File: src/rtl/gf2_div_pkg.sv
// Shared types and constants for the GF(2) polynomial divider.
// clmul_ref is a plain shift-xor carry-less product kept for bench-side checking.
package gf2_div_pkg;

  typedef enum logic [1:0] {
    IDLE = 2'd0,
    PREP = 2'd1,
    DIV  = 2'd2,
    DONE = 2'd3
  } state_t;

  localparam int W_DEF = 128;

  function automatic logic [2*W_DEF-1:0] clmul_ref(input logic [W_DEF-1:0] a,
                                                   input logic [W_DEF-1:0] b);
    logic [2*W_DEF-1:0] acc;
    acc = '0;
    for (int k = 0; k < W_DEF; k++) begin
      if (b[k]) acc = acc ^ ({{W_DEF{1'b0}}, a} << k);
    end
    return acc;
  endfunction

endpackage

File: src/rtl/gf2_msb_index.sv
// Combinational priority encoder: index of the highest set bit, plus an all-zero flag.
// Zero latency; no handshake.
module gf2_msb_index #(
  parameter int W  = 128,
  parameter int IW = $clog2(W)
) (
  input  logic [W-1:0]  vec,
  output logic [IW-1:0] idx,
  output logic          zero
);

  // Ascending scan so the last hit, i.e. the most significant one, wins.
  always_comb begin
    idx  = '0;
    zero = 1'b1;
    for (int i = 0; i < W; i++) begin
      if (vec[i]) begin
        idx  = IW'(i);
        zero = 1'b0;
      end
    end
  end

endmodule

File: src/rtl/gf2_poly_divider.sv
// Sequential GF(2) divider N = Q*D ^ R; latency W+2 (W/2+2 with GF2DIV_RADIX4_EN), 2 when D==0.
// One request in flight; result held in DONE until out_ready, in_ready low while busy.
module gf2_poly_divider
  import gf2_div_pkg::*;
#(
  parameter int W = W_DEF
) (
  input  logic         clk,
  input  logic         rst_n,
  input  logic         in_valid,
  output logic         in_ready,
  input  logic [W-1:0] in_dividend,
  input  logic [W-1:0] in_divisor,
  output logic         out_valid,
  input  logic         out_ready,
  output logic [W-1:0] out_quotient,
  output logic [W-1:0] out_remainder,
  output logic         out_dbz
);

  localparam int CW = $clog2(W);

  state_t        state;
  logic [W-1:0]  n_q;
  logic [W-1:0]  d_q;
  logic [W-1:0]  q_q;
  logic [W-1:0]  racc;
  logic [CW-1:0] deg_d;
  logic [CW-1:0] cnt;
  logic          dbz_q;

  logic [CW-1:0] msb_idx;
  logic          d_zero;

  gf2_msb_index #(.W(W), .IW(CW)) u_msb (
    .vec  (d_q),
    .idx  (msb_idx),
    .zero (d_zero)
  );

  // Remainder stays below deg(D) between steps, so dropping racc[W-1] never loses a one.
  logic [W-1:0] s1_sh;
  logic [W-1:0] s1;
  logic         s1_hit;

  always_comb begin
    s1_sh  = {racc[W-2:0], n_q[cnt]};
    s1_hit = s1_sh[deg_d];
    s1     = s1_hit ? (s1_sh ^ d_q) : s1_sh;
  end

`ifdef GF2DIV_RADIX4_EN
  logic [CW-1:0] cnt_lo;
  logic [W-1:0]  s2_sh;
  logic [W-1:0]  s2;
  logic          s2_hit;

  always_comb begin
    cnt_lo = cnt - 1'b1;
    s2_sh  = {s1[W-2:0], n_q[cnt_lo]};
    s2_hit = s2_sh[deg_d];
    s2     = s2_hit ? (s2_sh ^ d_q) : s2_sh;
  end
`endif

  always_ff @(posedge clk or negedge rst_n) begin
    if (!rst_n) begin
      state     <= IDLE;
      in_ready  <= 1'b0;
      out_valid <= 1'b0;
      n_q       <= '0;
      d_q       <= '0;
      q_q       <= '0;
      racc      <= '0;
      deg_d     <= '0;
      cnt       <= '0;
      dbz_q     <= 1'b0;
    end else begin
      case (state)
        IDLE: begin
          if (in_valid && in_ready) begin
            n_q      <= in_dividend;
            d_q      <= in_divisor;
            q_q      <= '0;
            racc     <= '0;
            dbz_q    <= 1'b0;
            in_ready <= 1'b0;
            state    <= PREP;
          end else begin
            in_ready <= 1'b1;
          end
        end

        PREP: begin
          if (d_zero) begin
            racc      <= n_q;
            dbz_q     <= 1'b1;
            out_valid <= 1'b1;
            state     <= DONE;
          end else begin
            deg_d <= msb_idx;
            cnt   <= CW'(W - 1);
            state <= DIV;
          end
        end

        DIV: begin
`ifdef GF2DIV_RADIX4_EN
          racc        <= s2;
          q_q[cnt]    <= s1_hit;
          q_q[cnt_lo] <= s2_hit;
          if (cnt == CW'(1)) begin
            out_valid <= 1'b1;
            state     <= DONE;
          end else begin
            cnt <= cnt - CW'(2);
          end
`else
          racc     <= s1;
          q_q[cnt] <= s1_hit;
          if (cnt == '0) begin
            out_valid <= 1'b1;
            state     <= DONE;
          end else begin
            cnt <= cnt - 1'b1;
          end
`endif
        end

        DONE: begin
          if (out_ready) begin
            out_valid <= 1'b0;
            state     <= IDLE;
          end
        end

        default: state <= IDLE;
      endcase
    end
  end

  assign out_quotient  = q_q;
  assign out_remainder = racc;
  assign out_dbz       = dbz_q;

endmodule
File: config.mk
export PLATFORM = sky130hd
export DESIGN_NAME = gf2_poly_divider
export DESIGN_NICKNAME = d
export VERILOG_FILES = /design/src/rtl/gf2_div_pkg.sv /design/src/rtl/gf2_msb_index.sv /design/src/rtl/gf2_poly_divider.sv
export SDC_FILE = /design/constraint.sdc
export NUM_CORES = 1
export LEC_CHECK = 0
export CAP_MARGIN = 10
export CORE_UTILIZATION = 42
export DETAILED_ROUTE_END_ITERATION = 7
export PLACE_DENSITY = 0.66
export SLEW_MARGIN = 20
export SYNTH_ARGS = -nofsm -noshare
export SYNTH_HDL_FRONTEND = slang
export SYNTH_SLANG_ARGS = --single-unit
File: constraint.sdc
create_clock -name clk -period 4.5 [get_ports clk]
set_clock_uncertainty 0.1 [all_clocks]
set_input_delay 0.675 -clock clk [delete_from_list [all_inputs] [get_ports clk]]
set_output_delay 0.675 -clock clk [all_outputs]
set_load 0.05 [all_outputs]
==> results summary <==
The post-synthesis instance total came out at 3044. The relative max-transition margin came out at 0.273. The setup TNS is 0 ns. The via count of the first global-routing pass was 26000. The post-synthesis instance area is 0.0296 mm2. The effective utilization at floorplan came out at 0.428. After clock tree synthesis, the repair step resized 0 gates.

The die area came out at 0.0715 mm2. The run finished with clean final reports. The total wirelength of the detailed-routed design came out at 115 mm.

The number of CTS-inserted buffers came out at 59. The power share of the combinational group came out at 0.436. The net count of the mapped netlist is 3311. The power per cell area came out at 661 mW/mm2. The worst hold slack after final layout came out at 0.0206 ns. The overall die height is 267 um. The routed design uses 52.7 mm of met2 wire.

In the final routing, the length of wire on met1 measures 46.3 mm. The internal portion of the total power is 14.1 mW. The total routing resource utilization after global routing came out at 0.313. Before antenna repair, the detailed router went through 5 iterations.

The antenna diode instance count came out at 0. Yosys printed 0 warnings. The pre-CTS setup slack is 0.555 ns. The half-perimeter wire length of the detailed placement result is 80.6 mm. The total via count in the routed design is 27000. The global placer's final weighted congestion is 0.943. The wire length of the first global-routing pass is 169 mm. After clock tree synthesis, the setup repair step added 0 buffers. The buffer depth of the longest clock path is 3. The final critical delay including setup and external delays came out at 4.07 ns.

Of the synthesized area, sequential elements account for 0.449. The tightest min-delay check is of the primary input to asynchronous set/reset pin type. Counting the fill cells in the layout gives 6151.

The critical path is of the register to register type. The detailed-route vias per instance came out at 6.03. After detailed routing, the average wire length per cell comes to 25.7 um. The post-synthesis to final-layout area growth came out at 28.8%. The total net switching power came out at 11.1 mW. The CTS H-tree depth is 2. The final net count came out at 3770.

The number of rows in the core area came out at 96. For this run, the top clock speed supported by timing is 246 MHz. The count of hold buffers inserted by post-cts repair is 0.

After clock tree synthesis, the clock-pin slew on the worst setup and hold paths is 0.07 ns. In the finished design, the share of the clock period the worst path needs comes to 0.905. For this run the aggregate overflow at the end of global routing stands at 0. Entering global routing, the biggest net connects 129 pins. At the worst endpoint, the arrival time is 4.55 ns.

The hold violation count in the final report is 0. Routed signal wires occupy layers up through met5. The proportion of register bits with asynchronous set or reset after synthesis came out at 1.00. The synthesized netlist contains 75 unique library cells. The clock network latency to the later pin of the worst-skew pair is 0.65 ns. The area occupied by multi-input gates came out at 0.0151 mm2. The number of maximum-capacitance violations came out at 0. The core area is 0.0692 mm2. The chip width came out at 267 um. In this run the mean area of a mapped cell was 9.72 um2. The number of slew-limit violations in the final report is 0. In the final layout, the share of cells above drive strength 1 is 0.148. The initial antenna violation count is 3.

The least setup slack across all paths after layout is 0.428 ns. The storage element area is 0.0133 mm2. The number of top-level pins is 519.

In the synthesized netlist the dominant register cell turns out to be dfrtp_1. The worst setup path is captured at a register. Data on the critical path is required at its endpoint by 4.97 ns. In this run the worst path has a maximum fanout of 46. The measured slew at the worst slew-check pin came out at 1.08 ns.

The share of total power dissipated in sequential elements is 0.356. After detailed routing, the met3 layer carries 10.8 mm of wire. The power after layout is 25.2 mW. In the routed design, unresolved DRC markers number 0.

The maximum ir drop on the vdd rail is 0.681 mV. The share of total power dissipated in the clock network is 0.207. Once detail routing completed, the nets flagged for antenna violations numbered 0. The CTS tree is yes.

Setup repair after global routing left no endpoint under its margin. The detailed router's first-iteration violation count is 2789. In this run the clock root is driven by a clkbuf_16.

The post-synthesis sequential element count came out at 531. The static leakage came out at 16.0 nW. Of the total power, the share spent switching nets is 0.441. STA classifies the critical path startpoint as a register. The synthesized design contains 0 enable-type register cells. The total of buffers placed on input and output ports came out at 518.

The tree built by TritonCTS fans out to 531 sinks. The count of final setup violators is 0.
-- synthesized netlist by cell type (14+ instances only) --
| cell type | number | area (um2) |
|---|---|---|
| dfrtp_1 | 531 | 13300 |
| a21oi_1 | 327 | 1640 |
| nand2_1 | 272 | 1020 |
| mux2_2 | 267 | 3010 |
| o21ai_0 | 255 | 1280 |
| nor2b_1 | 238 | 1490 |
| clkbuf_1 | 148 | 556 |
| and3_1 | 133 | 832 |
| a221o_1 | 125 | 1250 |
| nor2_1 | 112 | 420 |
| a21o_1 | 93 | 698 |
| inv_1 | 79 | 297 |
| buf_2 | 47 | 235 |
| nor4_1 | 47 | 294 |
| o22ai_1 | 42 | 263 |
| mux4_2 | 37 | 833 |
| nor3_1 | 30 | 150 |
| mux2i_1 | 28 | 280 |
| nand3_1 | 21 | 105 |
| a31oi_1 | 15 | 93.8 |
| nand2b_1 | 14 | 87.6 |
-- final cells by class --
cell class | count | share of cell area
inverters | 80 | 0.00788
clock inverters | 31 | 0.0116
repair buffers | 615 | 0.162
well taps | 931 | 0.0306
flip-flops and latches | 531 | 0.349
clock buffers | 74 | 0.0421
multi-input cells | 2216 | 0.397
-- layout by cell type, fill, tap and decap left out, drive strengths merged, types with 8 or more instances in the layout --
cell             n
nand2          272
nor3            32
nor2b          238
o22ai           42
bufinv           9
a211oi           8
a2111oi          9
o31ai           10
o211ai           8
clkbuf          74
a31oi           15
mux2           267
nand4           13
mux2i           28
a21oi          329
nand2b          14
buf             98
inv             85
clkinv          12
nor4            48
and3           133
dfrtp          531
nor2           112
nand3           21
a221o          125
a221oi           8
mux4            37
a21o            93
a22oi           13
clkdlybuf4s50  517
o21ai          256
-- per-stage QoR --
stage	std cells	utilization	instance area, um2
detailed placement	4373	0.521	36100
global route	4478	0.551	38100
floorplan	3044	-	29600
global placement	4373	0.521	36100
CTS	4478	0.551	38100
finish	4478	0.551	38100
-- critical path, stage by stage, from the launching register on --
cell	delay, ns
dfrtp_2	0.75
buf_4	0.31
mux4_2	0.33
a22oi_1	0.21
nand3_1	0.16
a21boi_0	0.41
nor2_1	0.14
a21oi_2	0.31
a21oi_2	0.17
nor3_4	0.24
buf_4	0.56
a221o_1	0.26
-- registers in the layout (all words and copies together) (netlist names) --
name and flops:
d_q 128, n_q 128, out_quotient 128, out_remainder 128, cnt 7, deg_d 7, state 2, in_ready 1
out_dbz 1, out_valid 1
-- power by group through the flow --
stage          logic, mW  registers (mW)  clock network [mW]
4_1_cts             10.9            8.88                5.30
3_5_place_dp        10.8            8.93                   0
6_report            11.0            8.98                5.22
5_1_grt             11.8            9.09                5.47
2_1_floorplan       7.24            8.23                   0
3_3_place_gp        10.7            8.96                   0
-- final timing paths --
path / start / depth (start not counted) / slack, ns / endpoint
worst max-delay path: deg_d[1] / 11 / 0.43 / out_remainder[18]
worst min-delay path: rst_n / 1 / 0.02 / out_remainder[88]
worst min register to register: out_quotient[119] / 2 / 0.38 / out_quotient[119]
worst max register to register: deg_d[1] / 11 / 0.43 / out_remainder[18]
min in group clk: out_quotient[119] / 2 / 0.38 / out_quotient[119]
max in group asynchronous: rst_n / 2 / 3.24 / out_remainder[29]
-- kinds of logic after synthesis --
| group | after synthesis | synth area share |
|---|---|---|
| AND/OR/NAND/NOR | 913 | 0.161 |
| buffers and inverters | 297 | 0.0417 |
| multiplexers | 332 | 0.139 |
| flip-flops | 531 | 0.449 |
| AO/OA/AOI/OAI | 959 | 0.205 |
| adder cells (fa/ha/maj) | 7 | 0.00296 |
| XOR/XNOR | 5 | 0.00148 |
-- metal layers --
| metal | track usage | up-vias |
|---|---|---|
| li1 | - | 12100 |
| met1 | 0.412 | 13300 |
| met2 | 0.498 | 1350 |
| met3 | 0.0682 | 258 |
| met4 | 0.130 | 6 |
| met5 | 0 | - |
Power figures use the tool's default switching activity.
